--- config.mk ---
export PLATFORM = sky130hd
export DESIGN_NAME = raptor64_target_reg_sequencer_flat
export DESIGN_NICKNAME = d
export VERILOG_FILES = /design/src/rtl/raptor64_target_reg_sequencer_if.sv /design/src/rtl/raptor64_target_reg_sequencer.sv /design/src/flat_wrapper.sv
export SDC_FILE = /design/constraint.sdc
export NUM_CORES = 1
export LEC_CHECK = 0
export ABC_CLOCK_PERIOD_IN_PS = 5240
export CAP_MARGIN = 20
export CORE_ASPECT_RATIO = 1.1
export CORE_MARGIN = 2
export CORE_UTILIZATION = 59
export DETAILED_ROUTE_END_ITERATION = 10
export PLACE_DENSITY_LB_ADDON = 0.3
export SYNTH_ARGS = -nofsm -noshare
export SYNTH_HDL_FRONTEND = slang
export SYNTH_SLANG_ARGS = --single-unit
--- constraint.sdc ---
create_clock -name clk -period 5.24 [get_ports clk]
set_input_delay 0.786 -clock clk [delete_from_list [all_inputs] [get_ports clk]]
set_output_delay 0.786 -clock clk [all_outputs]
set_load 0.01 [all_outputs]
--- src/rtl/raptor64_target_reg_sequencer_if.sv ---
// Bus bundle for raptor64_target_reg_sequencer: decode-side target
// information and pipeline advance strobes in, X/W-stage targets and the
// decode stall out. The master modport belongs to the pipeline controller
// and the slave modport to the sequencer.
interface raptor64_target_reg_sequencer_if #(
  parameter int NREGS = 32,
  parameter int CTXW  = 4
);
  localparam int RW = $clog2(NREGS);
  localparam int TW = CTXW + RW;

  // pipeline advance strobes
  logic             advanceR;
  logic             advanceX;
  logic             advanceW;

  // decode-stage target description
  logic             dWrite;
  logic [RW-1:0]    dRt;
  logic             dMulti;
  logic [NREGS-1:0] dMask;
  logic [CTXW-1:0]  dAXC;

  // X/W-stage targets and decode hold
  logic [TW-1:0]    xRt;
  logic [RW-1:0]    xOffs;
  logic             xLast;
  logic [TW-1:0]    wRt;
  logic             stallR;

  modport master (
    output advanceR, advanceX, advanceW,
    output dWrite, dRt, dMulti, dMask, dAXC,
    input  xRt, xOffs, xLast, wRt, stallR
  );

  modport slave (
    input  advanceR, advanceX, advanceW,
    input  dWrite, dRt, dMulti, dMask, dAXC,
    output xRt, xOffs, xLast, wRt, stallR
  );
endinterface

--- src/rtl/raptor64_target_reg_sequencer.sv ---
// raptor64_target_reg_sequencer
// Registers the destination {context,reg} of each decoded instruction into
// the X and W stages. Load-multiple masks are expanded into one target per
// X-stage advance, with decode held (stallR) while the expansion runs.
// Build option: define RAPTOR64_LM_DESCEND_EN to expand LM masks from the
// highest register downward; otherwise expansion runs from r1 upward.
module raptor64_target_reg_sequencer #(
  parameter int NREGS = 32,
  parameter int CTXW  = 4
) (
  input logic clk,
  input logic rst,
  raptor64_target_reg_sequencer_if.slave bus
);
  localparam int RW = $clog2(NREGS);
  localparam int TW = CTXW + RW;

  typedef enum logic {
    IDLE = 1'b0,
    SEQ  = 1'b1
  } state_t;

  state_t           state;
  state_t           stateNext;

  // registers still to be issued for the LM in flight, and its context
  logic [NREGS-1:0] rem;
  logic [NREGS-1:0] remNext;
  logic [CTXW-1:0]  ctx;
  logic [CTXW-1:0]  ctxNext;

  // X/W-stage output registers
  logic [TW-1:0]    xRtQ;
  logic [TW-1:0]    xRtNext;
  logic [RW-1:0]    xOffsQ;
  logic [RW-1:0]    xOffsNext;
  logic             xLastQ;
  logic             xLastNext;
  logic [TW-1:0]    wRtQ;
  logic [TW-1:0]    wRtNext;

  // shared register picker: fed from the new LM mask in IDLE and from the
  // remaining mask in SEQ, so one encoder serves both start and continue
  logic [NREGS-1:0] lmMask;
  logic [NREGS-1:0] pickSrc;
  logic [RW-1:0]    pick;
  logic [NREGS-1:0] pickBit;

  // Select the next register to issue from a mask. The loop visits bits so
  // that the preferred bit is written last and therefore wins.
  function automatic logic [RW-1:0] firstSet(input logic [NREGS-1:0] v);
    logic [RW-1:0] p;
    p = '0;
`ifdef RAPTOR64_LM_DESCEND_EN
    for (int unsigned i = 0; i < NREGS; i++) begin
      if (v[i]) p = RW'(i);
    end
`else
    for (int unsigned i = 0; i < NREGS; i++) begin
      if (v[NREGS-1-i]) p = RW'(NREGS-1-i);
    end
`endif
    return p;
  endfunction

  // Picker inputs: r0 is never an LM target, so bit0 is stripped up front.
  always_comb begin
    lmMask  = {bus.dMask[NREGS-1:1], 1'b0};
    pickSrc = (state == SEQ) ? rem : lmMask;
    pick    = firstSet(pickSrc);
    pickBit = {{(NREGS-1){1'b0}}, 1'b1} << pick;
  end

  // FSM state register.
  always_ff @(posedge clk) begin
    if (rst) state <= IDLE;
    else     state <= stateNext;
  end

  // Next-state and next X/W-stage values.
  always_comb begin
    stateNext = state;
    remNext   = rem;
    ctxNext   = ctx;
    xRtNext   = xRtQ;
    xOffsNext = xOffsQ;
    xLastNext = xLastQ;

    unique case (state)
      IDLE: begin
        if (bus.advanceR) begin
          xOffsNext = '0;
          if (!bus.dMulti) begin
            xRtNext   = (bus.dWrite && bus.dRt != '0) ? {bus.dAXC, bus.dRt} : '0;
            xLastNext = 1'b1;
          end else if (lmMask == '0) begin
            xRtNext   = '0;
            xLastNext = 1'b1;
          end else begin
            xRtNext = {bus.dAXC, pick};
            remNext = lmMask & ~pickBit;
            ctxNext = bus.dAXC;
            if (remNext != '0) begin
              stateNext = SEQ;
              xLastNext = 1'b0;
            end else begin
              xLastNext = 1'b1;
            end
          end
        end else if (bus.advanceX) begin
          xRtNext   = '0;
          xOffsNext = '0;
          xLastNext = 1'b0;
        end
      end

      SEQ: begin
        if (bus.advanceX) begin
          xRtNext   = {ctx, pick};
          xOffsNext = xOffsQ + 1'b1;
          remNext   = rem & ~pickBit;
          if (remNext == '0) begin
            xLastNext = 1'b1;
            stateNext = IDLE;
          end else begin
            xLastNext = 1'b0;
          end
        end
      end

      default: begin
        stateNext = IDLE;
      end
    endcase

    if (bus.advanceX)      wRtNext = xRtQ;
    else if (bus.advanceW) wRtNext = '0;
    else                   wRtNext = wRtQ;
  end

  // Datapath registers; reset abandons any LM expansion in progress.
  always_ff @(posedge clk) begin
    if (rst) begin
      rem    <= '0;
      ctx    <= '0;
      xRtQ   <= '0;
      xOffsQ <= '0;
      xLastQ <= 1'b0;
      wRtQ   <= '0;
    end else begin
      rem    <= remNext;
      ctx    <= ctxNext;
      xRtQ   <= xRtNext;
      xOffsQ <= xOffsNext;
      xLastQ <= xLastNext;
      wRtQ   <= wRtNext;
    end
  end

  // Output drive; stallR is decoded straight from the state register.
  always_comb begin
    bus.xRt    = xRtQ;
    bus.xOffs  = xOffsQ;
    bus.xLast  = xLastQ;
    bus.wRt    = wRtQ;
    bus.stallR = (state == SEQ);
  end

endmodule
--- src/flat_wrapper.sv ---
// flat-port wrapper written by rule: the top's interface ports become plain ports
module raptor64_target_reg_sequencer_flat 
#(
  parameter int NREGS = 32,
  parameter int CTXW  = 4
)
  (clk, rst, bus_advanceR, bus_advanceX, bus_advanceW, bus_dWrite, bus_dRt, bus_dMulti, bus_dMask, bus_dAXC, bus_xRt, bus_xOffs, bus_xLast, bus_wRt, bus_stallR);
  raptor64_target_reg_sequencer_if #(.NREGS(NREGS), .CTXW(CTXW)) bus_i ();
  input logic clk;
  input logic rst;
  input wire logic [$bits(bus_i.advanceR)-1:0] bus_advanceR;
  input wire logic [$bits(bus_i.advanceX)-1:0] bus_advanceX;
  input wire logic [$bits(bus_i.advanceW)-1:0] bus_advanceW;
  input wire logic [$bits(bus_i.dWrite)-1:0] bus_dWrite;
  input wire logic [$bits(bus_i.dRt)-1:0] bus_dRt;
  input wire logic [$bits(bus_i.dMulti)-1:0] bus_dMulti;
  input wire logic [$bits(bus_i.dMask)-1:0] bus_dMask;
  input wire logic [$bits(bus_i.dAXC)-1:0] bus_dAXC;
  output wire logic [$bits(bus_i.xRt)-1:0] bus_xRt;
  output wire logic [$bits(bus_i.xOffs)-1:0] bus_xOffs;
  output wire logic [$bits(bus_i.xLast)-1:0] bus_xLast;
  output wire logic [$bits(bus_i.wRt)-1:0] bus_wRt;
  output wire logic [$bits(bus_i.stallR)-1:0] bus_stallR;
  assign bus_i.advanceR = bus_advanceR;
  assign bus_i.advanceX = bus_advanceX;
  assign bus_i.advanceW = bus_advanceW;
  assign bus_i.dWrite = bus_dWrite;
  assign bus_i.dRt = bus_dRt;
  assign bus_i.dMulti = bus_dMulti;
  assign bus_i.dMask = bus_dMask;
  assign bus_i.dAXC = bus_dAXC;
  assign bus_xRt = bus_i.xRt;
  assign bus_xOffs = bus_i.xOffs;
  assign bus_xLast = bus_i.xLast;
  assign bus_wRt = bus_i.wRt;
  assign bus_stallR = bus_i.stallR;
  raptor64_target_reg_sequencer #(.NREGS(NREGS), .CTXW(CTXW)) u_core (.clk(clk), .rst(rst), .bus(bus_i));
endmodule
; Word level (Yosys, flattened, before mapping)
; Index checks and enable logic that the tools add are counted.
[totals]
regBits = 61
latchBits = 0
ram_bits = 0
rom_bits = 0
in_bits = 48
output_inout_bits = 25
wordCells = 94
n_memories = 0
[classes]
add_sub_neg = 1
n_mul = 0
n_div = 0
n_lt_le_gt_ge = 0
eq_ne = 5
n_shift = 1
muxes = 66
bitwise_logic = 5
reduce_logical = 9
[ops]
columns = operator, count
row1 = 2-to-1 mux 5 bit, 35
row2 = 2-to-1 mux 32 bit, 5
row3 = 2-to-1 mux 9 bit, 8
row4 = bitwise AND 32 bit, 2
row5 = logical NOT 32 bit, 2
row6 = one-hot mux 32 bit (2 select lines), 1
row7 = NOT 32 bit, 1
row8 = nonzero test 32 bit, 1
row9 = "left shift 1 x 5 -> 32 bit, first input constant", 1
row10 = one-hot mux 9 bit (2 select lines), 1
row11 = 2-to-1 mux 1 bit, 13
row12 = one-hot mux 5 bit (2 select lines), 1
row13 = "!= test 2 bit, second input constant", 4
row14 = AND reduction 4 bit, 2
row15 = "adder 5 x 1 -> 5 bit, second input constant", 1
row16 = nonzero test 5 bit, 1
row17 = one-hot mux 1 bit (2 select lines), 2
row18 = "!= test 3 bit, second input constant", 1
row19 = NOT 1 bit, 2
row20 = AND reduction 2 bit, 1
row21 = nonzero test 2 bit, 1
row22 = logical AND 1 bit, 1

; Logic depth before layout (Yosys ltp)
; Gate-level depths: netlist of run 1.
[depth]
ltp_word = 42
mapped_depth = 15

; Worst setup path before layout of run 1
; No wires, ideal clock.
[synth_path]
path_kind = input -> register
from = input bus_dMask[28]
to = register u_core.xLastQ, in the netlist u_core.bus.xLast
setup_time_ns = 0.103
arrival_ns = 3.526
path_slack_ns = 1.611
stages = 10
cell_sequence = or3_1 -> a2bb2o_1 -> a211o_1 -> a21o_1 -> a21o_1 -> or4_1 -> a22o_1 -> a2111oi_4 -> a41oi_1 -> a2111oi_2
[synth_via]
elab_chain_cells = 39
[synth_rtl]
columns = item, line
row1 = from (decl), flat_wrapper.sv:17  ; input wire logic [$bits(bus_i.dMask)-1:0] bus_dMask;
row2 = 2-to-1 mux 32 bit, raptor64_target_reg_sequencer.sv:69  ; pickSrc = (state == SEQ) ? rem : lmMask;
row3 = 2-to-1 mux 5 bit (29 in series), raptor64_target_reg_sequencer.sv:60  ; if (v[NREGS-1-i]) p = RW'(NREGS-1-i);
row4 = left shift 1 x 5 -> 32 bit, raptor64_target_reg_sequencer.sv:71  ; pickBit = {{(NREGS-1){1'b0}}, 1'b1} << pick;
row5 = NOT 32 bit, "raptor64_target_reg_sequencer.sv:101, raptor64_target_reg_sequencer.sv:121"
row6 = bitwise AND 32 bit, raptor64_target_reg_sequencer.sv:101  ; remNext = lmMask & ~pickBit;
row7 = nonzero test 32 bit, raptor64_target_reg_sequencer.sv:103  ; if (remNext != '0) begin
row8 = 2-to-1 mux 1 bit, raptor64_target_reg_sequencer.sv:103
row9 = 2-to-1 mux 1 bit, raptor64_target_reg_sequencer.sv:96  ; end else if (lmMask == '0) begin
row10 = 2-to-1 mux 1 bit, raptor64_target_reg_sequencer.sv:93  ; if (!bus.dMulti) begin
row11 = 2-to-1 mux 1 bit, raptor64_target_reg_sequencer.sv:91  ; if (bus.advanceR) begin
row12 = one-hot mux 1 bit (2 select lines) *, raptor64_target_reg_sequencer.sv:89  ; unique case (state)
row13 = to (signal assigned), raptor64_target_reg_sequencer.sv:155  ; xLastQ <= xLastNext;
row14 = to (decl), raptor64_target_reg_sequencer.sv:37  ; logic xLastQ;
; Every way passes the cells marked *; elsewhere a longest branch is shown, timed or not. The select of a mux whose other input is x is not followed.
; A chain may end at the register's enable or synchronous reset.

; Worst setup path in the final report of run 1
[layout_path]
from = register u_core.state, in the netlist u_core.bus.stallR
to = register u_core.xLastQ, in the netlist u_core.bus.xLast
[layout_via]
elab_chain_cells = 42
[layout_rtl]
columns = item, line
row1 = from (decl), raptor64_target_reg_sequencer.sv:23  ; state_t state;
row2 = from (signal assigned), raptor64_target_reg_sequencer.sv:77  ; else state <= stateNext;
row3 = 2-to-1 mux 32 bit, raptor64_target_reg_sequencer.sv:69
row4 = 2-to-1 mux 5 bit (32 in series), raptor64_target_reg_sequencer.sv:60
row5 = left shift 1 x 5 -> 32 bit, raptor64_target_reg_sequencer.sv:71
row6 = NOT 32 bit, "raptor64_target_reg_sequencer.sv:101, raptor64_target_reg_sequencer.sv:121"
row7 = bitwise AND 32 bit, raptor64_target_reg_sequencer.sv:101
row8 = nonzero test 32 bit, raptor64_target_reg_sequencer.sv:103
row9 = 2-to-1 mux 1 bit, raptor64_target_reg_sequencer.sv:103
row10 = 2-to-1 mux 1 bit, raptor64_target_reg_sequencer.sv:96
row11 = 2-to-1 mux 1 bit, raptor64_target_reg_sequencer.sv:93
row12 = 2-to-1 mux 1 bit, raptor64_target_reg_sequencer.sv:91
row13 = one-hot mux 1 bit (2 select lines), raptor64_target_reg_sequencer.sv:89
; Parallel ways exist; a longest one is shown, timed or not. The select of a mux whose other input is x is not followed.

==> run summary, run 1 <==
Post-synth cell types: 74
# rows: 33
Crit path max fanout: 52
Total gr overflow: 0
Largest net degree at the start of global routing: 62
Clock skew: 0.007303 ns
Hold path depth: 2
PD cells: 261.5 mW/mm²
IO Port Bufs: 71
CTS H-tree depth: 3
Vias per cell: 7.049
Setup crit end kind: register
Area delta synth->final: 21.17%
WHS Endpoint: u_core.ctx[0]$_SDFFE_PP0P_
First-pass GRT wire length: 26260 µm
Synthesis Warnings: 0
Post-CTS resize count: 0
DIE HEIGHT: 96.17 µm
Unrepaired setup endpoints after global routing: no
Main synth FF type: dfxtp_1
VDD IR max: 196.8 µV
Post-CTS Hold Buffers: 0
Worst Setup Start Kind: register
Num CTS Buffers: 9
Clk sink count: 61
1st-iter DRT viols: 765
Max-cap violations: 0
Setup violations, final: 0
Asr flop ratio synth: 0%
Clock Tree Root: clkbuf_8
Post-synth top area cell: dfxtp_1
Starting Density: 60.97%
Num ports: 73
Synth Register Bits: 61
Placed insts: 738
Die area: 0.008443 mm²
Top cells by count, synth: 72 x nor2_1, 61 x dfxtp_1, 51 x o21ai_0
Power, Total: 1.444 mW
Reg2reg setup slack: 0.36 ns
Post CTS Setup Buffer Count: 0
# diodes: 0
Via count: 5322
WL/cell: 22.48 µm
Syn_area_per_cell: 7.710 µm²
Routed Antenna Nets: 0
Worst r2r src: u_core.bus.stallR$_SDFF_PP0_
TritonRoute pass-1 iters: 8
RD Place Congestion: 0.9983
Status: complete, no violations
TritonCTS clock tree: built
Hpwl dp: 12170 µm
Leak: 1.873 nW
Syn Nets: 640
Worst min path class: reg2reg
Vias in the first global route: 4839
Fin util: 73.88%
EDFF count, synth: 0
Core area: 0.007473 mm²
Cell area after synthesis: 0.004557 mm²
Clock transition at path regs: 0.08 ns
Share of post-route cells with drive strength above 1: 8.462%
Setup TNS Final: 0 ns
Rel. slew slack: 33.79%
WL final: 16980 µm
Count leader, synth: nor2_1
Layout Nets: 694
Fmax: 204.9 MHz
Reg2Reg Depth: 10
Hold violation count in the final report: 0
Final Max Tran Viols: 0
Data required, critical path: 5.48 ns
Top cells by area, synth: dfxtp_1 27%, nor2_1 5.9%, o21ai_0 5.6%, a21o_1 4.1%, a21oi_1 4.1%
Initial antenna violation count: 0
Hold wc startpoint: u_core.ctx[0]$_SDFFE_PP0P_
Longest Clk Path Bufs: 2
Fin crit share: 93.12%
Crit Path Class: reg2reg
Non-filler cells in the finished layout: 755
Cells after synthesis: 591
Final min period: 4.880 ns
Post-synth top area share: 26.80%
Data arrival, critical path: 5.12 ns
Seq/Total Area, Yosys: 26.80%
Worst slew pin tran: 0.9932 ns
Clk Latency, worst-skew pair: 0.35 ns
Die width: 87.80 µm
Gr usage total: 40.88%
RR Endpoint: u_core.bus.xLast$_SDFFE_PP0P_
DRC Markers: 0
-- metrics by stage --
step	setup slack, ns	hold slack [ns]	area [µm²]
floorplan	1.611	0.4517	4557
global placement	0.4109	0.4741	5279
detailed placement	0.3903	0.4891	5279
CTS	0.6714	0.5000	5502
global route	0.2925	0.5118	5522
finish	0.3604	0.5097	5522
-- critical path, stage by stage, from the launching register on --
cell and delay [ns]:
dfxtp_2 0.92, buf_4 0.35, nor3b_1 0.27, o21ai_1 0.11, nor3b_1 0.53, and3_4 0.29, o21ai_1 0.28, or3_1 0.49
a2111oi_0 0.79, nand4_1 0.32, a2111oi_2 0.42
-- where the power goes --
group | internal [mW] | switching (mW) | total, mW
Sequential | 0.487 | 0.0366 | 0.524
Clock | 0.272 | 0.217 | 0.489
Combinational | 0.174 | 0.257 | 0.431
-- layout by cell type (no fill, tap or decap), types with 4 or more instances in the layout --
cell and count:
inv_1 11, a22oi_1 6, nor3_2 4, clkdlybuf4s50_1 70, a211oi_1 6, nor4_1 11, nor2_1 72, a21oi_1 37
o21ai_1 4, nor3b_1 18, nand3_1 12, mux2i_1 6, nor3_1 30, or3_1 7, o21ai_0 51, and2_1 7
a221oi_1 7, a21o_1 25, or3b_1 4, o211ai_1 9, o31a_1 4, or4_1 5, nand2_1 12, a32oi_1 18
or2_2 7, buf_4 11, nor2b_1 12, nand4_1 11, dfxtp_1 60, clkbuf_8 9, o21a_1 11, nand2b_1 12
a22o_1 5
-- how the worst max path moves through the flow --
stage	startpoint	endpoint	depth (start not counted)
6_report	u_core.bus.stallR$_SDFF_PP0_	u_core.bus.xLast$_SDFFE_PP0P_	10
5_1_grt	u_core.bus.stallR$_SDFF_PP0_	u_core.bus.xLast$_SDFFE_PP0P_	10
4_1_cts	u_core.bus.stallR$_SDFF_PP0_	u_core.bus.xLast$_SDFFE_PP0P_	10
3_5_place_dp	bus_dMask[28]	u_core.bus.xLast$_SDFFE_PP0P_	10
3_3_place_gp	bus_dMask[28]	u_core.bus.xLast$_SDFFE_PP0P_	10
2_1_floorplan	bus_dMask[28]	u_core.bus.xLast$_SDFFE_PP0P_	10
-- final cells by class --
type / count / area (µm²)
clock buffer: 10 / 127.6
inverter: 11 / 41.29
timing repair buffer: 83 / 808.3
sequential: 61 / 1222
fill: 609 / 1952
multi-input combinational: 479 / 3095
clock inverter: 6 / 95.09
tap: 105 / 131.4
-- per-layer routing --
layer / up-vias / track usage [%] / wire length (µm)
met1: 2474 / 51.80 / 6653
met2: 374 / 66.35 / 7740
met4: 0 / 18.08 / 856
met5: - / 0 / 0
li1: 2395 / - / -
met3: 79 / 9.005 / 1725
-- state kept, by name (all words and copies together), names as in the netlist --
| register | flops |
|---|---|
| u_core.bus.xLast | 1 |
| u_core.bus.xRt | 9 |
| u_core.bus.xOffs | 5 |
| u_core.ctx | 4 |
| u_core.bus.wRt | 9 |
| u_core.bus.stallR | 1 |
| u_core.rem | 32 |
-- logic make-up after synthesis --
family,synth area share [%]
muxes,1.318
adders and majority gates,0.2745
buffers and inverters,5.272
DFF,26.80
and+or+nand+nor,30.78
AOI/OAI and AO/OA,35.56
(Power assumes the default switching activity.)
==> run 2, diff against run 1 <==
--- a/config.mk
+++ b/config.mk
@@ -5,11 +5,11 @@
 export SDC_FILE = /design/constraint.sdc
 export NUM_CORES = 1
 export LEC_CHECK = 0
-export ABC_CLOCK_PERIOD_IN_PS = 5240
+export ABC_CLOCK_PERIOD_IN_PS = 4820
 export CAP_MARGIN = 20
 export CORE_ASPECT_RATIO = 1.1
 export CORE_MARGIN = 2
-export CORE_UTILIZATION = 59
+export CORE_UTILIZATION = 55
 export DETAILED_ROUTE_END_ITERATION = 10
 export PLACE_DENSITY_LB_ADDON = 0.3
 export SYNTH_ARGS = -nofsm -noshare
==> constraint.sdc (replaced) <==
create_clock -name clk -period 4.82 [get_ports clk]
set_input_delay 0.723 -clock clk [delete_from_list [all_inputs] [get_ports clk]]
set_output_delay 0.723 -clock clk [all_outputs]
set_load 0.01 [all_outputs]
==> run 2 against run 1 <==
Routed wire length is essentially flat. Critical path type is now in2reg. Register-to-register slack gained 0.12 ns. Setup slack gained 0.099 ns.
==> run summary, run 2 (synthesis gave the netlist of run 1 again) <==
Vias per cell: 7.035
Largest net degree at the start of global routing: 62
First-pass GRT wire length: 26960 µm
Comb pwr share: 30.6%
Data required, critical path: 5.08 ns
# rows: 34
VDD IR max: 218.2 µV
Critical path, cell by cell: clkdlybuf4s50_1 -> or3_1 -> a211oi_1 -> o221ai_1 -> a211o_1 -> a211o_1 -> buf_4 -> o21ai_0 -> nand4_1 -> nor4_1 -> buf_4 -> a41oi_1 -> a2111oi_2
Fillers: 712
Hpwl dp: 12150 µm
Layout Nets: 707
Hold slack final: 0.5051 ns
WL final: 16990 µm
Worst r2r src: u_core.bus.stallR$_SDFF_PP0_
Sw Ratio: 35.75%
Post-CTS Hold Buffers: 0
Crit path max fanout: 20
Commonest cells after routing, fill and taps aside: 72 x nor2_1, 70 x clkdlybuf4s50_1, 60 x dfxtp_1
Final min period: 4.360 ns
Worst setup endpoint: u_core.bus.xLast$_SDFFE_PP0P_
Gr usage total: 37.37%
Reg2reg setup slack: 0.48 ns
Placed insts: 753
Num ports: 73
DIE HEIGHT: 99.47 µm
Status: complete, no violations
Worst path depth: 13
1st-iter DRT viols: 646
DP Area: 0.005385 mm²
Routed Antenna Nets: 0
Worst Setup SP: bus_dMask[28]
Unrepaired setup endpoints after global routing: no
Final Max Tran Viols: 0
Rel. slew slack: 47.79%
Setup crit end kind: register
Power, Total: 1.597 mW
Clock skew: 0.02184 ns
Slowest stage cell, crit path: clkdlybuf4s50_1
Post-CTS resize count: 0
Vias in the first global route: 5035
Core area: 0.007998 mm²
Fmax: 229.3 MHz
Setup TNS Final: 0 ns
Post CTS Setup Buffer Count: 0
RR Endpoint: u_core.bus.xLast$_SDFFE_PP0P_
Via count: 5424
Clock transition at path regs: 0.09 ns
DRC Markers: 0
Leak: 1.939 nW
Clock Tree Root: clkbuf_8
CTS H-tree depth: 3
Clk Latency, worst-skew pair: 0.36 ns
Area delta synth->final: 24.08%
Sequential power share: 35.4%
TritonCTS clock tree: built
Worst min path class: reg2reg
Initial antenna violation count: 0
Largest Register: u_core.rem
RD Place Congestion: 1.021
Worst slew pin tran: 0.7803 ns
WL/cell: 22.03 µm
Clock power share: 34.0%
Reg2Reg Depth: 13
Finished Cell Area: 0.005654 mm²
Max FFs per register: 32
PD cells: 282.4 mW/mm²
Die area: 0.009030 mm²
Setup violations, final: 0
Starting Density: 56.98%
Switching power: 0.5709 mW
Fin crit share: 90.46%
IO Port Bufs: 71
Non-filler cells in the finished layout: 771
Share of post-route cells with drive strength above 1: 10.41%
Total gr overflow: 0
# diodes: 0
TritonRoute pass-1 iters: 6
Internal power consumption: 1.026 mW
Max-cap violations: 0
Worst Setup Start Kind: input port
Num CTS Buffers: 9
Slowest stage delay, CP: 0.54 ns
Commonest non-fill, non-tap cell in the layout: nor2_1
Crit Path Class: in2reg
Fin util: 70.70%
Data arrival, critical path: 4.62 ns
Post-route setup slack: 0.4598 ns
Clk sink count: 61
Longest Clk Path Bufs: 2
Die width: 90.79 µm
Hold violation count in the final report: 0
CP bufs+invs: 3
Worst path top cell family by delay: compound AO/OA/AOI/OAI gates
DP Worst Slack: 0.2659 ns
-- run 2: changes by cell type in the layout (fill, tap and decap cells not counted) --
cell / previous run / this run
buf_12: 1 / 2
clkinv_4: 3 / 1
clkinv_2: 0 / 1
clkbuf_1: 1 / 0
buf_4: 11 / 22
buf_16: 0 / 1
clkinvlp_4: 0 / 2
-- run 2: how the worst min path moves through the flow --
stage,start,endpoint,slack [ns],cells after the start
global route,u_core.rem[1]$_SDFFE_PP0P_,u_core.rem[1]$_SDFFE_PP0P_,0.54,2
global placement,u_core.ctx[3]$_SDFFE_PP0P_,u_core.ctx[3]$_SDFFE_PP0P_,0.47,2
finish,u_core.rem[1]$_SDFFE_PP0P_,u_core.rem[1]$_SDFFE_PP0P_,0.51,2
floorplan,u_core.rem[1]$_SDFFE_PP0P_,u_core.rem[1]$_SDFFE_PP0P_,0.45,2
detailed placement,u_core.rem[1]$_SDFFE_PP0P_,u_core.rem[1]$_SDFFE_PP0P_,0.48,2
CTS,u_core.rem[1]$_SDFFE_PP0P_,u_core.rem[1]$_SDFFE_PP0P_,0.50,2
-- run 2: power by group through the flow --
stage / Clock, mW / Sequential, mW / Combinational [mW]
CTS: 0.539 / 0.564 / 0.468
global placement: 0 / 0.574 / 0.457
finish: 0.543 / 0.566 / 0.489
detailed placement: 0 / 0.575 / 0.465
floorplan: 0 / 0.564 / 0.295
global route: 0.563 / 0.568 / 0.519
-- run 2: worst register-to-register path, delay by kind of cell, from the launching register on --
kind	cells	cell delay [ns]
compound gates	6	1.68
simple gates	4	1.13
buf+inv	3	0.66
flops	1	0.77
-- run 2: routing by layer --
metal	vias up	track usage, %	wire [µm]
met2	413	61.14	7685
met1	2510	48.08	6648
met3	86	6.288	1780
met5	-	0	0
met4	0	18.41	872
li1	2415	-	-
-- run 2: layout make-up --
cell class | instances | area (µm²) | share of cell area (%)
Tap cell | 108 | 135.1 | 2.390
Clock buffer | 9 | 123.9 | 2.191
Clock inverter | 7 | 97.59 | 1.726
Sequential cell | 61 | 1222 | 21.62
Inverter | 11 | 41.29 | 0.7303
Timing Repair Buffer | 96 | 938.4 | 16.60
Multi-Input combinational cell | 479 | 3095 | 54.75
